--- config.mk ---
export PLATFORM = sky130hd
export DESIGN_NAME = sig_cmp_multi
export DESIGN_NICKNAME = d
export VERILOG_FILES = /design/src/rtl/lbist_cmp_pkg.sv /design/src/rtl/sig_lane_eq.sv /design/src/rtl/sig_cmp_multi.sv
export SDC_FILE = /design/constraint.sdc
export NUM_CORES = 1
export LEC_CHECK = 0
export ABC_AREA = 0
export CAP_MARGIN = 20
export CORE_MARGIN = 3
export CORE_UTILIZATION = 54
export DETAILED_ROUTE_END_ITERATION = 10
export HOLD_SLACK_MARGIN = 0.1
export PLACE_DENSITY_LB_ADDON = 0.05
export REMOVE_ABC_BUFFERS = 1
export SKIP_LAST_GASP = 1
export SYNTH_ARGS = -nofsm -noshare
export SYNTH_HDL_FRONTEND = slang
export SYNTH_SLANG_ARGS = --single-unit
--- constraint.sdc ---
create_clock -name clk -period 6.7 [get_ports clk]
set_clock_uncertainty 0.1 [all_clocks]
set_input_delay 1.34 -clock clk [delete_from_list [all_inputs] [get_ports clk]]
set_output_delay 1.34 -clock clk [all_outputs]
set_load 0.005 [all_outputs]
--- src/rtl/lbist_cmp_pkg.sv ---
// Shared definitions for the LBIST signature comparator.
//   state_e   : comparator FSM states (IDLE=0, CMP=1, DONE=2)
//   clog2     : ceil(log2(n)) for parameter arithmetic
//   idx_width : width of a channel index, never narrower than one bit
package lbist_cmp_pkg;

    typedef enum logic [1:0] {
        StIdle = 2'd0,
        StCmp  = 2'd1,
        StDone = 2'd2
    } state_e;

    function automatic int unsigned clog2(input int unsigned n);
        int unsigned r;
        r = 0;
        while ((64'd1 << r) < 64'(n)) begin
            r++;
        end
        return r;
    endfunction

    function automatic int unsigned idx_width(input int unsigned n);
        return (n > 1) ? clog2(n) : 1;
    endfunction

endpackage

--- src/rtl/sig_lane_eq.sv ---
// One signature equality lane.
//   a_i, b_i   : RC_BITS-wide signatures to compare
//   mismatch_o : 1 when any bit differs
module sig_lane_eq #(
    parameter int unsigned RC_BITS = 8
) (
    input  logic [RC_BITS-1:0] a_i,
    input  logic [RC_BITS-1:0] b_i,
    output logic               mismatch_o
);

    assign mismatch_o = |(a_i ^ b_i);

endmodule

--- src/rtl/sig_cmp_multi.sv ---
// Multi-channel LBIST signature comparator.
// A start snapshots NCH MISR signatures and NCH golden signatures, then one channel
// is compared per clock. The session result is published together with a 1-cycle
// done pulse. A sticky fail flag and a saturating count of failing sessions are
// also kept.
//   clk, rst       : clock, asynchronous active-high reset
//   start          : session request, taken only when idle
//   sig, gold      : packed signatures, channel i = [i*RC_BITS +: RC_BITS]
//   clr_sticky     : clears sticky_fail (a failing session in the same cycle wins)
//   busy           : session in progress
//   done           : 1-cycle pulse, results below are valid
//   res            : 1 = every channel matched in the last session
//   fail_mask      : per-channel mismatch of the last session
//   sticky_fail    : set by any failing session, held until clr_sticky
//   mismatch_cnt   : failing-session count, saturates at all-ones
// Optional (macro SIG_CMP_DIAG_EN):
//   diag_valid, diag_ch, diag_sig : first mismatching channel and its snapshot
//   signature from the first failing session since reset / clr_sticky.
module sig_cmp_multi
    import lbist_cmp_pkg::*;
#(
    parameter int unsigned RC_BITS = 8,
    parameter int unsigned NCH     = 4,
    parameter int unsigned CNT_W   = 8
) (
    input  logic                          clk,
    input  logic                          rst,
    input  logic                          start,
    input  logic [NCH*RC_BITS-1:0]        sig,
    input  logic [NCH*RC_BITS-1:0]        gold,
    input  logic                          clr_sticky,
    output logic                          busy,
    output logic                          done,
    output logic                          res,
    output logic [NCH-1:0]                fail_mask,
    output logic                          sticky_fail,
`ifdef SIG_CMP_DIAG_EN
    output logic                          diag_valid,
    output logic [idx_width(NCH)-1:0]     diag_ch,
    output logic [RC_BITS-1:0]            diag_sig,
`endif
    output logic [CNT_W-1:0]              mismatch_cnt
);

    localparam int unsigned IDX_W = idx_width(NCH);
    localparam int unsigned SIG_W = NCH * RC_BITS;
    localparam logic [IDX_W-1:0] LAST_IDX = IDX_W'(NCH - 1);

    state_e             state_q;
    logic [IDX_W-1:0]   idx_q;
    logic [SIG_W-1:0]   sig_snap_q;
    logic [SIG_W-1:0]   gold_snap_q;
    logic [NCH-1:0]     mask_q;
    logic               busy_q;
    logic               done_q;
    logic               res_q;
    logic [NCH-1:0]     fail_mask_q;
    logic               sticky_q;
    logic [CNT_W-1:0]   cnt_q;

    logic [RC_BITS-1:0] lane_sig;
    logic [RC_BITS-1:0] lane_gold;
    logic               lane_mismatch;
    logic               sess_fail;

    // Select the snapshot lane under test.
    always_comb begin
        lane_sig  = '0;
        lane_gold = '0;
        for (int i = 0; i < int'(NCH); i++) begin
            if (idx_q == IDX_W'(i)) begin
                lane_sig  = sig_snap_q[i*RC_BITS +: RC_BITS];
                lane_gold = gold_snap_q[i*RC_BITS +: RC_BITS];
            end
        end
    end

    sig_lane_eq #(
        .RC_BITS (RC_BITS)
    ) u_lane_eq (
        .a_i        (lane_sig),
        .b_i        (lane_gold),
        .mismatch_o (lane_mismatch)
    );

    assign sess_fail = (state_q == StDone) && (|mask_q);

    always_ff @(posedge clk or posedge rst) begin
        if (rst) begin
            state_q     <= StIdle;
            idx_q       <= '0;
            sig_snap_q  <= '0;
            gold_snap_q <= '0;
            mask_q      <= '0;
            busy_q      <= 1'b0;
            done_q      <= 1'b0;
            res_q       <= 1'b0;
            fail_mask_q <= '0;
            sticky_q    <= 1'b0;
            cnt_q       <= '0;
        end else begin
            done_q <= 1'b0;

            // A failing session outranks a simultaneous clear.
            if (sess_fail) begin
                sticky_q <= 1'b1;
            end else if (clr_sticky) begin
                sticky_q <= 1'b0;
            end

            unique case (state_q)
                StIdle: begin
                    // The done cycle is still IDLE in state terms; a start there is dropped.
                    if (start && !done_q) begin
                        sig_snap_q  <= sig;
                        gold_snap_q <= gold;
                        mask_q      <= '0;
                        idx_q       <= '0;
                        busy_q      <= 1'b1;
                        state_q     <= StCmp;
                    end
                end
                StCmp: begin
                    mask_q <= mask_q | (NCH'(lane_mismatch) << idx_q);
                    if (idx_q == LAST_IDX) begin
                        state_q <= StDone;
                    end else begin
                        idx_q <= idx_q + IDX_W'(1);
                    end
                end
                StDone: begin
                    done_q      <= 1'b1;
                    res_q       <= ~|mask_q;
                    fail_mask_q <= mask_q;
                    if (sess_fail && (cnt_q != {CNT_W{1'b1}})) begin
                        cnt_q <= cnt_q + CNT_W'(1);
                    end
                    busy_q  <= 1'b0;
                    state_q <= StIdle;
                end
                default: begin
                    state_q <= StIdle;
                end
            endcase
        end
    end

    assign busy         = busy_q;
    assign done         = done_q;
    assign res          = res_q;
    assign fail_mask    = fail_mask_q;
    assign sticky_fail  = sticky_q;
    assign mismatch_cnt = cnt_q;

`ifdef SIG_CMP_DIAG_EN
    logic               diag_valid_q;
    logic [IDX_W-1:0]   diag_ch_q;
    logic [RC_BITS-1:0] diag_sig_q;
    logic [IDX_W-1:0]   first_ch;
    logic [RC_BITS-1:0] first_sig;

    // Lowest-numbered failing channel of the working mask.
    always_comb begin
        first_ch  = '0;
        first_sig = '0;
        for (int i = int'(NCH) - 1; i >= 0; i--) begin
            if (mask_q[i]) begin
                first_ch  = IDX_W'(i);
                first_sig = sig_snap_q[i*RC_BITS +: RC_BITS];
            end
        end
    end

    always_ff @(posedge clk or posedge rst) begin
        if (rst) begin
            diag_valid_q <= 1'b0;
            diag_ch_q    <= '0;
            diag_sig_q   <= '0;
        end else if (sess_fail) begin
            if (!diag_valid_q) begin
                diag_valid_q <= 1'b1;
                diag_ch_q    <= first_ch;
                diag_sig_q   <= first_sig;
            end
        end else if (clr_sticky) begin
            diag_valid_q <= 1'b0;
            diag_ch_q    <= '0;
            diag_sig_q   <= '0;
        end
    end

    assign diag_valid = diag_valid_q;
    assign diag_ch    = diag_ch_q;
    assign diag_sig   = diag_sig_q;
`endif

endmodule

==> results.cfg, run 1 <==
[worst_setup_path]
worstSetupStartpointType = input port
cp_data_arrival_time_ns = 3.32
r2r_slack_ns = 4.45
endpoint_kind = flip-flop
r2r-start = state_q[1]
cp_slowest_cell = buf_4
worstPathRequired_ns = 6.82
critical_path.cell_chain = clkdlybuf4s50_1 -> nor4b_4 -> buf_4 -> o21bai_1 -> mux2_2
worst_r2r_path_depth = 4
worst_r2r_endpoint = idx_q[0]
slowest_delay_ns = 0.69
crit_fanout = 70
critical_path_class = input port to flip-flop

[power_and_ir_drop]
powerDensity_nw_per_um2 = 415
p_int_mw = 1.46
p_seq_frac = 0.457
swShare = 0.299
combPwrFrac = 0.336
p_sw_mw = 0.622
max-vdd-ir-drop_uv = 235
clkPwrFrac = 0.207
cellLeakagePower_nw = 2.15

[hold_path]
hp-class = flip-flop to flip-flop
hold_end = sticky_fail
min_from = sticky_fail
hold_depth = 1

[finish]
drive_above_1_share = 0.196
area_delta_synth_final_pct = 30.6
fin_cells = 463
final_common_cell = dfrtp_1
final_nets = 436
n_antenna_cell = 0
final_cell_mix = 88 x dfrtp_1, 83 x clkdlybuf4s50_1, 51 x mux2_2

[grt]
grt-ovfl-total = 0
grt_max_degree = 89
track_usage = 0.177
grt_pass1_wl_um = 11500
grt_pass1_vias = 2494
antenna_found_initial = 0

[floorplanning]
die_h_um = 90.2
start_util = 0.561
die-area_um2 = 8140
core_region_area_um2 = 6830
ioPinCount = 84
die_width_um = 90.2
std_cell_rows = 30

[drt]
drc = 0
vias = 2335
final_antenna_net_count = 0
vias_per_cell = 5.04
routedWlPerCell_um = 14.5
wl_um = 6720
dr.pass1.iters = 4
drtIter0Drc = 77

[place]
place_congestion = 0.726
placedCellCount = 447
io_buffers = 83
hpwlAfterDp_um = 4700

[synth]
synth-seq-cells = 88
synth_cells = 274
synth_area_per_cell_um2 = 14.0
ys_types = 31
syn_area_um2 = 3830
yosys_warnings = 0
yosysSeqAreaShare = 0.575

[clocking]
clkTransAtPathRegs_ns = 0.08
htreeDepth = 3
insertion_delay_ns = 0.35
clock_path_buffers = 2
cts_sinks = 88
cts_tree = built
holdBufCountCts = 0
cts_setup_buffers = 0
cts-buffers-inserted = 9
cts-resized-gates = 0
cts_root_buf = clkbuf_8

[timing]
rsz0062_at_grt = false
layout_min_cycle_time_ns = 3.19
timing.hold.ws_ns = 0.384
tightestPinTransition_ns = 0.860
hold_viol_final = 0
setup_viol = 0
finalSetupTns_ns = 0
maxSlewViolCount = 0
period_share = 0.477
fmax_mhz = 313
slew_headroom = 0.427

[job]
drv_cap = 0

[run_status]
status = finished clean
==> routing by layer <==
metal  part of all wire  GRT usage  wire length, um  vias to the layer above
met2               0.50      0.286             3340                       54
met3              0.044     0.0402              297                        9
met4              0.016     0.0842              110                        0
met1               0.44      0.225             2980                     1141
met5                  0          0                0                        -
li1                   -          -                -                     1131
==> power by group through the flow <==
stage	logic, mW	registers (mW)	clock network, mW
final	0.698	0.951	0.429
after global routing	0.774	0.986	0.460
after CTS	0.711	0.955	0.439
after detailed placement	0.706	0.967	0
after global placement	0.687	0.951	0
after floorplan	0.519	0.925	0
==> per-stage QoR <==
step	setup slack [ns]	util	cell area, um2	power [mW]
detailed placement	3.14	0.694	4740	1.67
floorplan	2.25	-	3770	1.44
global placement	3.17	0.694	4740	1.64
global route	3.39	0.732	5000	2.22
CTS	3.51	0.728	4980	2.11
finish	3.51	0.732	5000	2.08
==> cell type report <==
cell class              instances  area (um2)
well taps                      96         120
fillers                       496        1830
inverters                       7        27.5
clock buffers                  12         145
multi-input cells             171        1550
flip-flops and latches         88        2200
repair buffers                 86         873
clock inverters                 3        90.1
==> how the worst max path moves through the flow <==
stage                     start        to  slack (ns)  cells past startpoint
final                     start  idx_q[0]        3.51                      5
after detailed placement  start  idx_q[0]        3.14                      5
after floorplan           start  idx_q[0]        2.25                      3
after CTS                 start  idx_q[0]        3.51                      5
after global routing      start  idx_q[0]        3.39                      5
after global placement    start  idx_q[0]        3.17                      5
==> critical path, delay by kind of cell <==
kind | cells | cell delay [ns]
buffers and inverters | 2 | 1.15
muxes | 1 | 0.36
AOI/OAI and AO/OA | 1 | 0.25
and+or+nand+nor | 1 | 0.18
==> cells in the mapped netlist <==
master    count  area share
o21ai_0       2      0.0026
o21ai_2       1      0.0023
xor2_1       35       0.080
nand2_1       3      0.0029
a31oi_1       4      0.0065
nand4b_1      1      0.0023
buf_6         2      0.0059
inv_1         7      0.0069
nor4_1        6      0.0098
nor2b_1       5      0.0082
nor2_1        8      0.0078
a21oi_1       4      0.0052
mux2_1       19       0.056
o41a_2        1      0.0033
and3_1        1      0.0016
nand2b_1      1      0.0016
mux2_2       51        0.15
o21bai_1      2      0.0039
a21boi_0      2      0.0039
nor4b_4       1      0.0062
ha_1          5       0.016
nor3_1        6      0.0078
buf_2         4      0.0052
nor3_2        1      0.0026
xnor2_1       4      0.0091
nand4_1       1      0.0016
buf_4         2      0.0039
a41oi_1       2      0.0046
dfrtp_1      88        0.57
a21o_1        1      0.0020
nand3_1       4      0.0052
==> flip-flops by register name, summed over array words and instances, names as in the netlist <==
| name | count |
|---|---|
| busy | 1 |
| sig_snap_q | 32 |
| fail_mask | 4 |
| mask_q | 4 |
| sticky_fail | 1 |
| mismatch_cnt | 8 |
| res | 1 |
| idx_q | 2 |
| state_q | 2 |
| gold_snap_q | 32 |
| done | 1 |
==> logic make-up after synthesis <==
family,synth area share
compound gates,0.0343
xor+xnor,0.0892
fa+ha+maj,0.0163
buf+inv,0.0219
flops,0.575
mux,0.206
simple gates,0.0578
Note: power is estimated with default switching activity, not from simulation.
==> run 2: changes to the inputs <==
- CORE_UTILIZATION: 54 -> 50
- clock period: 6.7 -> 3.1 ns (I/O delays scaled with it)
==> run 2 against run 1 <==
Critical path depth is the same. First-iteration DRC count down 3.9%. Largest power group unchanged. Clock-buffer cell count rose by 1. Critical path type unchanged. Sequential power increased by 110%. Combinational power up 120%. Die area up 7.5%. Via count is 2.0% lower. Highest routed layer unchanged. Global-route usage is 1.0 points lower.
==> results.cfg, run 2 (synthesized netlist as in run 1, its figures left out) <==
[grt]
grt_pass1_wl_um = 11300
grt_pass1_vias = 2438
track_usage = 0.166
grt-ovfl-total = 0
grt_max_degree = 89
antenna_found_initial = 0

[worst_setup_path]
crit_fanout = 53
slowest_delay_ns = 0.47
cp_num_cells = 5
worstPathRequired_ns = 3.23
worst_r2r_path_depth = 5
worstSetupStartpointType = input port
crit_family = buffers and inverters
critical_path_class = input port to flip-flop
crit_buf_inv = 2
critical_path.cell_chain = clkdlybuf4s50_1 -> nor4b_4 -> buf_12 -> o21bai_1 -> mux2_2
cp_data_arrival_time_ns = 2.26
endpoint_kind = flip-flop
cp_slowest_cell = clkdlybuf4s50_1

[drt]
drtIter0Drc = 74
drc = 0
wl_met2_um = 3200
wl_met1_um = 2980
final_antenna_net_count = 0
wl_um = 6660
dr.pass1.iters = 4
routedWlPerCell_um = 14.3
vias_per_cell = 4.90
routed.top_layer = met4
wl_met3_um = 382
vias = 2289

[power_and_ir_drop]
max-vdd-ir-drop_uv = 434
p_sw_mw = 1.33
p_seq_frac = 0.463
p_int_mw = 3.08
swShare = 0.302
cellLeakagePower_nw = 2.14
clkPwrFrac = 0.192
powerDensity_nw_per_um2 = 885
combPwrFrac = 0.346

[floorplanning]
die_width_um = 93.5
ioPinCount = 84
std_cell_rows = 31
die-area_um2 = 8750
start_util = 0.523
die_h_um = 93.5
core_region_area_um2 = 7330

[timing]
finalSetupTns_ns = 0
tightestPinTransition_ns = 0.596
slew_headroom = 0.602
hold_viol_final = 0
setup_viol = 0
fmax_mhz = 469
layout_min_cycle_time_ns = 2.13
layout_setup_ws_ns = 0.968
timing.hold.ws_ns = 0.384
period_share = 0.688
rsz0062_at_grt = false
maxSlewViolCount = 0

[finish]
area_delta_synth_final_pct = 30.3
final_cell_mix = 88 x dfrtp_1, 83 x clkdlybuf4s50_1, 51 x mux2_2
drive_above_1_share = 0.196
final_nets = 436
final_common_cell = dfrtp_1
n_antenna_cell = 0

[clocking]
cts_sinks = 88
holdBufCountCts = 0
insertion_delay_ns = 0.34
cts-resized-gates = 0
clock_path_buffers = 2
clkTransAtPathRegs_ns = 0.08
cts-buffers-inserted = 9
cts_root_buf = clkbuf_8
htreeDepth = 3
cts_tree = built
cts_setup_buffers = 0

[place]
hpwlAfterDp_um = 4730
dp_slack_ns = 0.613
place_congestion = 0.707
io_buffers = 83

[run_status]
status = finished clean

[hold_path]
hp-class = flip-flop to flip-flop
hold_depth = 1

[job]
drv_cap = 0
run 2: cell types whose count changed in the layout (fill, tap and decap cells not counted):
cell,previous run,this run
clkbuf_1,2,3
buf_16,1,0
clkinv_2,1,2
buf_4,2,1
buf_12,0,2
bufinv_16,3,2
run 2: cell type report:
cell class / count / area [um2]
inverters: 7 / 27.5
flip-flops and latches: 88 / 2200
clock inverters: 3 / 65.1
fillers: 555 / 2340
well taps: 99 / 124
repair buffers: 86 / 878
multi-input cells: 171 / 1550
clock buffers: 13 / 149
run 2: power by group through the flow:
stage | Sequential [mW] | Combinational [mW] | Clock [mW]
2_1_floorplan | 2.00 | 1.12 | 0
3_3_place_gp | 2.06 | 1.51 | 0
3_5_place_dp | 2.08 | 1.56 | 0
4_1_cts | 2.05 | 1.56 | 0.870
5_1_grt | 2.12 | 1.72 | 0.914
6_report | 2.04 | 1.53 | 0.848
run 2: final timing paths:
path / to / slack [ns] / start
worst max register to register: mismatch_cnt[6] / 1.20 / state_q[0]
min in group asynchronous: sig_snap_q[1] / 0.59 / rst
worst max-delay path: idx_q[0] / 0.97 / start
worst min register to register: sticky_fail / 0.38 / sticky_fail
worst min-delay path: sticky_fail / 0.38 / sticky_fail
max in group asynchronous: gold_snap_q[21] / 1.93 / rst
run 2: per-layer routing:
metal,global-route usage,up-vias
met3,0.0418,8
met5,0,-
met2,0.266,50
li1,-,1136
met4,0.0722,0
met1,0.214,1095
run 2: through the flow:
stage / cell area, um2 / std cells / power (mW) / utilization
2_1_floorplan: 3770 / 266 / 3.12 / -
3_3_place_gp: 4780 / 451 / 3.57 / 0.652
3_5_place_dp: 4780 / 451 / 3.63 / 0.652
4_1_cts: 4990 / 467 / 4.48 / 0.681
5_1_grt: 4990 / 467 / 4.76 / 0.681
6_report: 4990 / 467 / 4.42 / 0.681
==> run 3: changes to the inputs <==
- CORE_UTILIZATION: 50 -> 45
- clock period: 3.1 -> 1.79 ns (I/O delays scaled with it)
==> run 3 against run 2 <==
Flip-flop and latch count did not move. Via count up 5.4%. Non-clock buffer count increased by 17. Final cell count rose by 4.5%. Wire length up 4.1%. Utilization decreased by 5.2 points. Clock power is 50% higher. Global-route usage decreased by 1.3 points. Final area rose by 4.1%. Worst setup slack worse by 0.91 ns. Hold slack got worse by 0.19 ns. Largest cell class unchanged.
==> results.cfg, run 3 (synthesized netlist as in run 1, its figures left out) <==
[floorplanning]
std_cell_rows = 33
start_util = 0.464
die_h_um = 98.3
ioPinCount = 84
core_region_area_um2 = 8260
die_width_um = 98.3
die-area_um2 = 9660

[grt]
grt_pass1_wl_um = 11800
grt-ovfl-total = 0
grt_pass1_vias = 2517
grt_max_degree = 29
antenna_found_initial = 0
track_usage = 0.154

[place]
place_congestion = 0.809
hpwlAfterDp_um = 5220
placedCellCount = 471
io_buffers = 83
placed_area_um2 = 4980
dp_slack_ns = -0.236

[drt]
drtIter0Drc = 44
drc = 0
vias_per_cell = 4.94
vias = 2413
routedWlPerCell_um = 14.2
dr.pass1.iters = 5
wl_um = 6930
final_antenna_net_count = 0

[worst_setup_path]
cp_num_cells = 1
worstPathRequired_ns = 1.33
critical_path_class = flip-flop to output pin
cp_slowest_cell = clkdlybuf4s50_1
crit_family = buffers and inverters
worstSetupStartpointType = flip-flop
worst_r2r_path_depth = 4
crit_buf_inv = 1
endpoint_kind = output pin
crit_fanout = 4
slowest_delay_ns = 0.52
critical_path.cell_chain = clkdlybuf4s50_1
cp_data_arrival_time_ns = 1.27

[finish]
final_nets = 453
drive_above_1_share = 0.240
postLayoutCoreUtil = 0.629
fin_cells = 488
fillers = 678
n_antenna_cell = 0
area_delta_synth_final_pct = 35.6
multi_input_area_um2 = 1560
seqCellArea_um2 = 2200
final_cell_mix = 88 x dfrtp_1, 81 x clkdlybuf4s50_1, 51 x mux2_2
fin_area_um2 = 5190
final_common_cell = dfrtp_1

[power_and_ir_drop]
cellLeakagePower_nw = 2.26
powerDensity_nw_per_um2 = 1500
max-vdd-ir-drop_uv = 761
power.total_mw = 7.80

[clocking]
clkTransAtPathRegs_ns = 0.08
htreeDepth = 3
clock_path_buffers = 2
cts_root_buf = clkbuf_8
cts-buffers-inserted = 9
cts_sinks = 88
cts_tree = built
holdBufCountCts = 0
insertion_delay_ns = 0.35

[timing]
timing.hold.ws_ns = 0.193
layout_setup_ws_ns = 0.0581
rsz0062_at_grt = true
fmax_mhz = 577
setup_viol = 0
period_share = 0.968
finalSetupTns_ns = 0
slew_headroom = 0.711
maxSlewViolCount = 0
layout_min_cycle_time_ns = 1.73
tightestPinTransition_ns = 0.428
hold_viol_final = 0

[run_status]
status = finished clean

[hold_path]
hp-class = input port to asynchronous set/reset pin

[job]
drv_cap = 0
-- run 3: worst reg2reg max path, cell delays in order, from the launching register on --
cell and delay (ns):
dfrtp_1 0.43, nor4b_4 0.35, buf_12 0.20, o21bai_1 0.16
mux2_2 0.36
-- run 3: worst paths after layout --
kind / start / end / slack [ns]
min: rst / sig_snap_q[2] / 0.19
max: mismatch_cnt[6] / mismatch_cnt[6] / 0.06
min in group clk: mismatch_cnt[4] / mismatch_cnt[4] / 0.39
min reg2reg: mismatch_cnt[4] / mismatch_cnt[4] / 0.39
max in group asynchronous: rst / gold_snap_q[25] / 0.92
max reg2reg: state_q[0] / idx_q[0] / 0.08
-- run 3: layout make-up --
| cell class | instances | area share |
|---|---|---|
| Clock buffer | 10 | 0.0246 |
| Sequential cell | 88 | 0.424 |
| Timing Repair Buffer | 103 | 0.211 |
| Multi-Input combinational cell | 171 | 0.301 |
| Tap cell | 105 | 0.0253 |
| Clock inverter | 4 | 0.00915 |
| Inverter | 7 | 0.00530 |
-- run 3: routing by layer --
metal | vias up | part of all wire | track usage
li1 | 1166 | - | -
met1 | 1184 | 0.45 | 0.196
met2 | 50 | 0.49 | 0.246
met3 | 13 | 0.049 | 0.0429
met4 | 0 | 0.017 | 0.0662
met5 | - | 0 | 0
-- run 3: repair_timing --
item                       CTS  global route
resized for setup            1             5
cloned                       0             0
pin swaps                    0             1
setup buffers                2             1
setup endpoints to repair    3             7
-- run 3: power breakdown --
group	switching (mW)	leakage, nW	total [mW]	internal, mW
clock network	0.646	0.0880	1.27	0.626
registers	0.604	1.06	3.52	2.91
logic	1.16	1.11	3.02	1.85
total	2.41	2.26	7.80	5.39
